### src/rtl/uart_msg_sender.sv
// Streams a fixed ASCII message (optionally CR/LF-terminated) into a uart transmit/tx_byte
// interface, either periodically or on request, with abort, completion pulse and message count.
module uart_msg_sender #(
    parameter int                   MSG_LEN    = 12,
    parameter logic [8*MSG_LEN-1:0] MSG        = "Hello World!",
    parameter bit                   APPEND_EOL = 1'b0,
    parameter bit                   MODE       = 1'b0,
    parameter int                   PERIOD     = 4194304
) (
    input  logic        CLK,
    input  logic        rst_n,
    input  logic        start,
    input  logic        abort,
    input  logic        is_transmitting,
    output logic        transmit,
    output logic [7:0]  tx_byte,
    output logic        busy,
    output logic        done,
    output logic [15:0] msg_count
);

    localparam int TOTAL   = MSG_LEN + (APPEND_EOL ? 2 : 0);
    localparam int IDX_W   = $clog2(TOTAL + 1);
    localparam int TIMER_W = $clog2(PERIOD + 1);

    localparam logic [IDX_W-1:0]   LAST_IDX     = IDX_W'(TOTAL - 1);
    localparam logic [TIMER_W-1:0] TIMER_RELOAD = TIMER_W'(PERIOD - 1);
    localparam logic [1:0]         ACK_LIMIT    = 2'd3;

    typedef enum logic [1:0] {
        IDLE,
        STROBE,
        ACK,
        DRAIN
    } state_t;

    state_t             state;
    logic [IDX_W-1:0]   idx;
    logic [TIMER_W-1:0] timer;
    logic [1:0]         ack_cnt;
    logic               abort_q;

    // Message characters first, then the optional CR, LF pair.
    function automatic logic [7:0] byte_at(input logic [IDX_W-1:0] k);
        int                   ki;
        logic [8*MSG_LEN-1:0] sh;
        ki = int'(k);
        sh = '0;
        if (ki < MSG_LEN) begin
            sh = MSG >> (8 * (MSG_LEN - 1 - ki));
            return sh[7:0];
        end else if (ki == MSG_LEN) begin
            return 8'h0D;
        end else begin
            return 8'h0A;
        end
    endfunction

    // NOTE: all state and outputs use non-blocking assignments so every read sees the pre-edge value.
    always_ff @(posedge CLK or negedge rst_n) begin
        if (!rst_n) begin
            state     <= IDLE;
            idx       <= '0;
            timer     <= TIMER_RELOAD;
            ack_cnt   <= '0;
            abort_q   <= 1'b0;
            transmit  <= 1'b0;
            tx_byte   <= '0;
            busy      <= 1'b0;
            done      <= 1'b0;
            msg_count <= '0;
        end else begin
            // NOTE: pulse outputs default low each cycle; only the launching branches raise them.
            transmit <= 1'b0;
            done     <= 1'b0;
            if (state != IDLE && abort) begin
                abort_q <= 1'b1;
            end

            case (state)
                IDLE: begin
                    if (MODE == 1'b0) begin
                        if (abort) begin
                            timer <= TIMER_RELOAD;
                        end else if (timer != '0) begin
                            timer <= timer - 1'b1;
                        end else if (!is_transmitting) begin
                            state    <= STROBE;
                            transmit <= 1'b1;
                            tx_byte  <= byte_at(idx);
                            busy     <= 1'b1;
                        end
                    end else if (start && !abort && !is_transmitting) begin
                        state    <= STROBE;
                        transmit <= 1'b1;
                        tx_byte  <= byte_at(idx);
                        busy     <= 1'b1;
                    end
                end

                STROBE: begin
                    state   <= ACK;
                    ack_cnt <= '0;
                end

                // A uart that never answers must not stall the sender.
                ACK: begin
                    if (is_transmitting || ack_cnt == ACK_LIMIT) begin
                        state <= DRAIN;
                    end else begin
                        ack_cnt <= ack_cnt + 1'b1;
                    end
                end

                DRAIN: begin
                    if (!is_transmitting) begin
                        if (abort_q || abort || idx == LAST_IDX) begin
                            state   <= IDLE;
                            idx     <= '0;
                            timer   <= TIMER_RELOAD;
                            busy    <= 1'b0;
                            abort_q <= 1'b0;
                            if (idx == LAST_IDX) begin
                                done      <= 1'b1;
                                msg_count <= msg_count + 1'b1;
                            end
                        end else begin
                            state    <= STROBE;
                            idx      <= idx + 1'b1;
                            transmit <= 1'b1;
                            tx_byte  <= byte_at(idx + 1'b1);
                        end
                    end
                end

                default: state <= IDLE;
            endcase
        end
    end

endmodule

### config.mk
export PLATFORM = sky130hd
export DESIGN_NAME = uart_msg_sender
export DESIGN_NICKNAME = d
export VERILOG_FILES = /design/src/rtl/uart_msg_sender.sv
export SDC_FILE = /design/constraint.sdc
export NUM_CORES = 1
export LEC_CHECK = 0
export CAP_MARGIN = 20
export CORE_MARGIN = 4
export CORE_UTILIZATION = 45
export CTS_CLUSTER_SIZE = 24
export DETAILED_ROUTE_END_ITERATION = 16
export PLACE_DENSITY = 0.77
export SETUP_SLACK_MARGIN = 0.15
export SYNTH_ARGS = -nofsm -noshare
export SYNTH_HDL_FRONTEND = slang
export SYNTH_SLANG_ARGS = --single-unit
### constraint.sdc
create_clock -name CLK -period 4.24 [get_ports CLK]
set_input_delay 0.424 -clock CLK [delete_from_list [all_inputs] [get_ports CLK]]
set_output_delay 0.424 -clock CLK [all_outputs]
set_load 0.01 [all_outputs]
# [Word-level counts from Yosys, hierarchy flattened]
# Index checks and enable logic that the tools add are counted.
[word_totals] register_bits=59 latch_bits=0 ram_bits=0 rom_bits=0 in_bits=5 output_inout_bits=27 wordCells=98 mem_count=0
[op_classes] n_addsub=6 mul=0 n_div=0 n_lt_le_gt_ge=2 n_eq_ne=16 n_shift=2 n_mux=45 n_bitwise=1 n_reduce_logical=16
[ops] cell="95-bit by 32-bit right shift with 8-bit output (first input constant)" count=2
[ops] cell="23-bit 2-to-1 mux" count=4
[ops] cell="8-bit 2-to-1 mux" count=7
[ops] cell="23-bit case mux with 2 select lines" count=1
[ops] cell="23-bit nonzero test" count=1
[ops] cell="23-bit by 1-bit subtractor with 23-bit output (second input constant)" count=1
[ops] cell="1-bit 2-to-1 mux" count=19
[ops] cell="16-bit by 1-bit adder with 16-bit output (second input constant)" count=1
[ops] cell="2-bit inequality test (second input constant)" count=8
[ops] cell="8-bit case mux with 2 select lines" count=1
[ops] cell="2-bit 2-to-1 mux" count=6
[ops] cell="6-bit AND reduction" count=2
[ops] cell="4-bit by 4-bit subtractor with 5-bit output (first input constant)" count=2
[ops] cell="4-bit by 3-bit == test with 1-bit output (second input constant)" count=2
[ops] cell="4-bit less-than comparator (second input constant)" count=2
[ops] cell="2-bit case mux with 4 select lines" count=1
[ops] cell="4-bit AND reduction" count=2
[ops] cell="2-bit == test (second input constant)" count=3
[ops] cell="3-bit 2-to-1 mux" count=2
[ops] cell="2-bit nonzero test" count=3
[ops] cell="5-bit AND reduction" count=1
[ops] cell="4-bit by 1-bit adder with 4-bit output (second input constant)" count=1
[ops] cell="4-bit == test (second input constant)" count=1
[ops] cell="4-bit 2-to-1 mux" count=1
[ops] cell="other kinds (10)" count=14

# [Depth between registers and ports, before layout]
[logic_depth] ltp_word=7 depth_mapped=10

# [Least setup slack after synthesis]
# OpenSTA, ideal clock, no wires.
[synth_path] kind="flip-flop to flip-flop" start="reg idx[0]" end="reg tx_byte[3]" t_arrival_ps=2486 required_time_ps=4115 setup_slack_ps=1629 stages_incl_launch_ff=10 path_buffers=0 synth_period_minus_slack_ps=2611 path_cell_list="dfrtp_1 > ha_1 > xnor2_1 > inv_1 > ha_1 > inv_1 > nor2_1 > a221oi_1 > a211oi_1 > mux2_2"
[synth_via] elab_chain_len=7 word_cells_on_any_way=19
[synth_lines] item="start: declaration" line="38" source="logic [IDX_W-1:0] idx;"
[synth_lines] item="start signal: assignment" line="129" source="idx <= idx + 1'b1;"
[synth_lines] item="4-bit by 1-bit adder with 4-bit output or 4-bit by 4-bit subtractor with 5-bit output (tied branches)"
[synth_lines] item="4-bit by 4-bit subtractor with 5-bit output or 95-bit by 32-bit right shift with 8-bit output (tied branches)"
[synth_lines] item="95-bit by 32-bit right shift with 8-bit output or 8-bit 2-to-1 mux (tied branches)" line="50, 49"
[synth_lines] item="8-bit 2-to-1 mux (on tied branches)" line="49, 87"
[synth_lines] item="8-bit 2-to-1 mux (on tied branches)" line="117, 85"
[synth_lines] item="8-bit 2-to-1 mux (on tied branches)" line="116, 83"
[synth_lines] item="8-bit case mux with 2 select lines" line="80" source="case (state)"
[synth_lines] item="end signal: assignment" line="90" source="tx_byte <= byte_at(idx);"
[synth_lines] item="end signal: assignment" line="96" source="tx_byte <= byte_at(idx);"
[synth_lines] item="end signal: assignment" line="131" source="tx_byte <= byte_at(idx + 1'b1);"
[synth_lines] item="end: declaration" line="16" source="output logic [7:0] tx_byte,"
# Several ways; a longest one is shown, not always the timed one. The select of a mux whose other input is x is not followed.
# A chain may end at the register's enable or synchronous reset.

# [Worst setup path after layout]
# Ends and elaborated chain as after synthesis.

==> impl_metrics.py <==
metrics = {
    "synthesis": {
        "synth_seq_cells": 58,
        "async_reset_ff_share_pct": 100,
        "synth_fp_nets": 420,
        "muxShareOfSynthArea_pct": 3.12,
        "synth_xor_area_share_pct": 5.34,
        "syn_avg_cell_area_sq_um": 9.00,
        "ys_seq_area_share_pct": 41.0,
        "syn_inst": 401,
        "yosysUniqueCellTypes": 58,
        "synth-adder-area-share_pct": 4.85,
        "yosysWarnings": 0,
        "synthesis.area_sq_um": 3610,
        "synth_compound_area_share_pct": 19.0,
        "synth_edf_count": 0,
        "yosys_most_used_dff": "dfrtp_1",
        "yosys.area_share.simple_pct": 23.3,
        "synth_top_family_by_area": "simple AND/OR/NAND/NOR gates",
    },
    "routing": {
        "vias": 3118,
        "dr.pass1.iters": 5,
        "drc": 0,
        "finalWirelength_um": 8140,
        "drtIter0Drc": 161,
        "ant_nets": 0,
        "avgRoutedWirePerCell_um": 15.2,
        "routed_via_density": 5.84,
    },
    "clocking": {
        "cts_tree": "yes",
        "root_buffer": "clkbuf_8",
        "cts_setup_buffers": 0,
        "ctsResizeCount": 0,
        "cts.sinks": 58,
        "postCtsHoldBufs": 0,
        "clkTransAtPathRegs_ns": 0.08,
        "htreeDepth": 3,
        "clockBufferDepth": 2,
        "cts_inserted_buffers": 9,
        "clock_latency_ns": 0.35,
    },
    "die": {
        "core_area_sq_um": 7770,
        "rows": 32,
        "die-height_um": 97.6,
        "die_w_um": 97.6,
        "ios": 32,
        "die-area_sq_um": 9520,
        "start_util_pct": 46.5,
    },
    "cells_and_area": {
        "layout.area.seq_sq_um": 1480,
        "areaGrowthSynthToFinish_pct": 16.4,
        "final_layout_size_suffix_gt1_share_pct": 13.9,
        "layout_common_cells": "nor2_1, dfrtp_1, nand2_1",
        "nFillCells": 686,
        "final_common_cell": "nor2_1",
        "final_cells": 534,
        "multi_input_area_sq_um": 2010,
        "diodes": 0,
        "final_nets": 446,
        "post-route-util_pct": 54.1,
    },
    "setup_path": {
        "r2r-start": "idx[0]",
        "regToRegSetupSlack_ns": 0.84,
        "cp-startpoint": "idx[0]",
        "slowest_delay_ns": 0.64,
        "crit_required_ns": 4.48,
        "worstSetupPathType": "register to register",
        "crit_arrival_ns": 3.64,
        "timing.critical_path.to": "tx_byte[3]",
        "worst_setup_path_end_kind": "register",
        "slowest_stage": "dfrtp_1",
        "critPathMaxFanout": 22,
        "reg2regPathDepth": 9,
        "critPathLaunchType": "register",
        "rr_endpoint": "tx_byte[3]",
        "path_cells": "ha_1 > xnor2_1 > inv_1 > ha_1 > inv_1 > nor2_1 > a221oi_1 > a211oi_1 > mux2_2",
    },
    "power": {
        "power_density_nw_per_um2": 313,
        "ir_worst_vdd_mv": 0.265,
        "p_leak_nw": 1.72,
    },
    "sta": {
        "max_slew.worst_pin.slew_ns": 0.935,
        "setup_violations": 0,
        "rsz0062_at_grt": "no",
        "tns_ns": 0,
        "hold_ws_ns": 0.211,
        "layout_worst_path_cycle_share_pct": 80.3,
        "layout_setup_ws_ns": 0.837,
        "hold_viol": 0,
        "max_clock_freq_mhz": 294,
        "min_period_ns": 3.40,
        "slew_headroom_pct": 37.2,
        "slew_violations": 0,
        "finalClockSkew_ns": 0.0136,
    },
    "place": {
        "place.port_buffers": 29,
        "place_ws_ns": 0.881,
        "hpwl_um": 5590,
        "dp_cells": 518,
        "gp_congestion": 0.854,
    },
    "global_routing": {
        "grt_usage_pct": 17.3,
        "met1_usage_pct": 22.5,
        "met3_usage_pct": 3.88,
        "grt_overflow_total": 0,
        "gr-usage-met2_pct": 28.2,
        "grt_pass1_wl_um": 13800,
        "grt_pass1_vias": 2975,
        "gr-max-usage-layer": "met2",
        "grt_max_degree": 59,
        "antenna_found_initial": 0,
    },
    "job": {
        "maxCapViolCount": 0,
    },
    "outcome": {
        "status": "completed",
    },
    "hold_path": {
        "hold_path.class": "input pin to asynchronous set/reset pin",
    },
}
area by class of cell:
type	count	area share, %
multi-input combinational	312	47.9
sequential	58	35.2
timing repair buffer	32	7.32
tap	102	3.04
clock buffer	9	2.95
clock inverter	7	2.41
inverter	14	1.25
metal layers:
| metal | vias to the layer above | routed length [um] |
|---|---|---|
| met5 | - | 0 |
| met4 | 0 | 61 |
| met3 | 5 | 360 |
| met2 | 80 | 4050 |
| met1 | 1519 | 3660 |
| li1 | 1514 | - |
worst max-delay path: cells and delay by family (launching register included):
family | cells | cell delay (ns)
flops | 1 | 0.64
simple gates | 1 | 0.06
compound gates | 2 | 0.38
fa+ha+maj | 2 | 0.89
buf+inv | 2 | 0.49
xor+xnor | 1 | 0.57
mux | 1 | 0.27
through the flow:
step / area, sq um / power (W)
after global placement: 3980 / 0.000733
final: 4200 / 0.00132
after floorplan: 3610 / 0.000702
after detailed placement: 3980 / 0.000741
after global routing: 4200 / 0.00137
after CTS: 4200 / 0.00133
state kept, by name, indices dropped and copies added (netlist names), 2 cells and up:
name	flops
idx	4
timer	23
msg_count	16
tx_byte	7
ack_cnt	2
state	2
cells in the mapped netlist, drive strengths merged, types with 4 or more instances:
library cell	count	area, sq um
a22o	4	35.0
xor2	9	78.8
nor4	10	77.6
clkbuf	13	48.8
xnor2	13	114
and3	6	42.5
nand2	34	128
o211a	5	50.1
nor3	12	60.1
a21o	7	52.6
nand3	17	85.1
dfrtp	36	901
nand4	6	37.5
o21a	4	30.0
mux2	10	113
inv	13	48.8
dfstp	22	578
or3	9	62.6
nand3b	4	30.0
a211oi	4	30.0
nor2	48	180
nand2b	5	31.3
buf	4	18.8
o21ai	27	135
ha	14	175
o31ai	12	90.1
a21oi	16	80.1
cells by family after synthesis:
family | count (synthesis)
AO/OA/AOI/OAI | 101
XOR/XNOR | 22
adder cells (fa/ha/maj) | 14
buffers and inverters | 31
flip-flops | 58
multiplexers | 10
other | 1
AND/OR/NAND/NOR | 164
worst min-delay path by stage:
stage                        startpoint  slack [ns]             to
after floorplan                   rst_n        0.13        abort_q
after global placement    msg_count[15]        0.46  msg_count[15]
after detailed placement  msg_count[15]        0.47  msg_count[15]
after CTS                         rst_n        0.23     tx_byte[3]
after global routing              rst_n        0.27  msg_count[12]
final                             rst_n        0.21  msg_count[10]
power breakdown:
part,switching (W),internal (W)
clock,0.000252,0.000336
sequential,0.0000377,0.000602
combinational,0.0000550,0.0000351
Power figures use the tool's default switching activity.
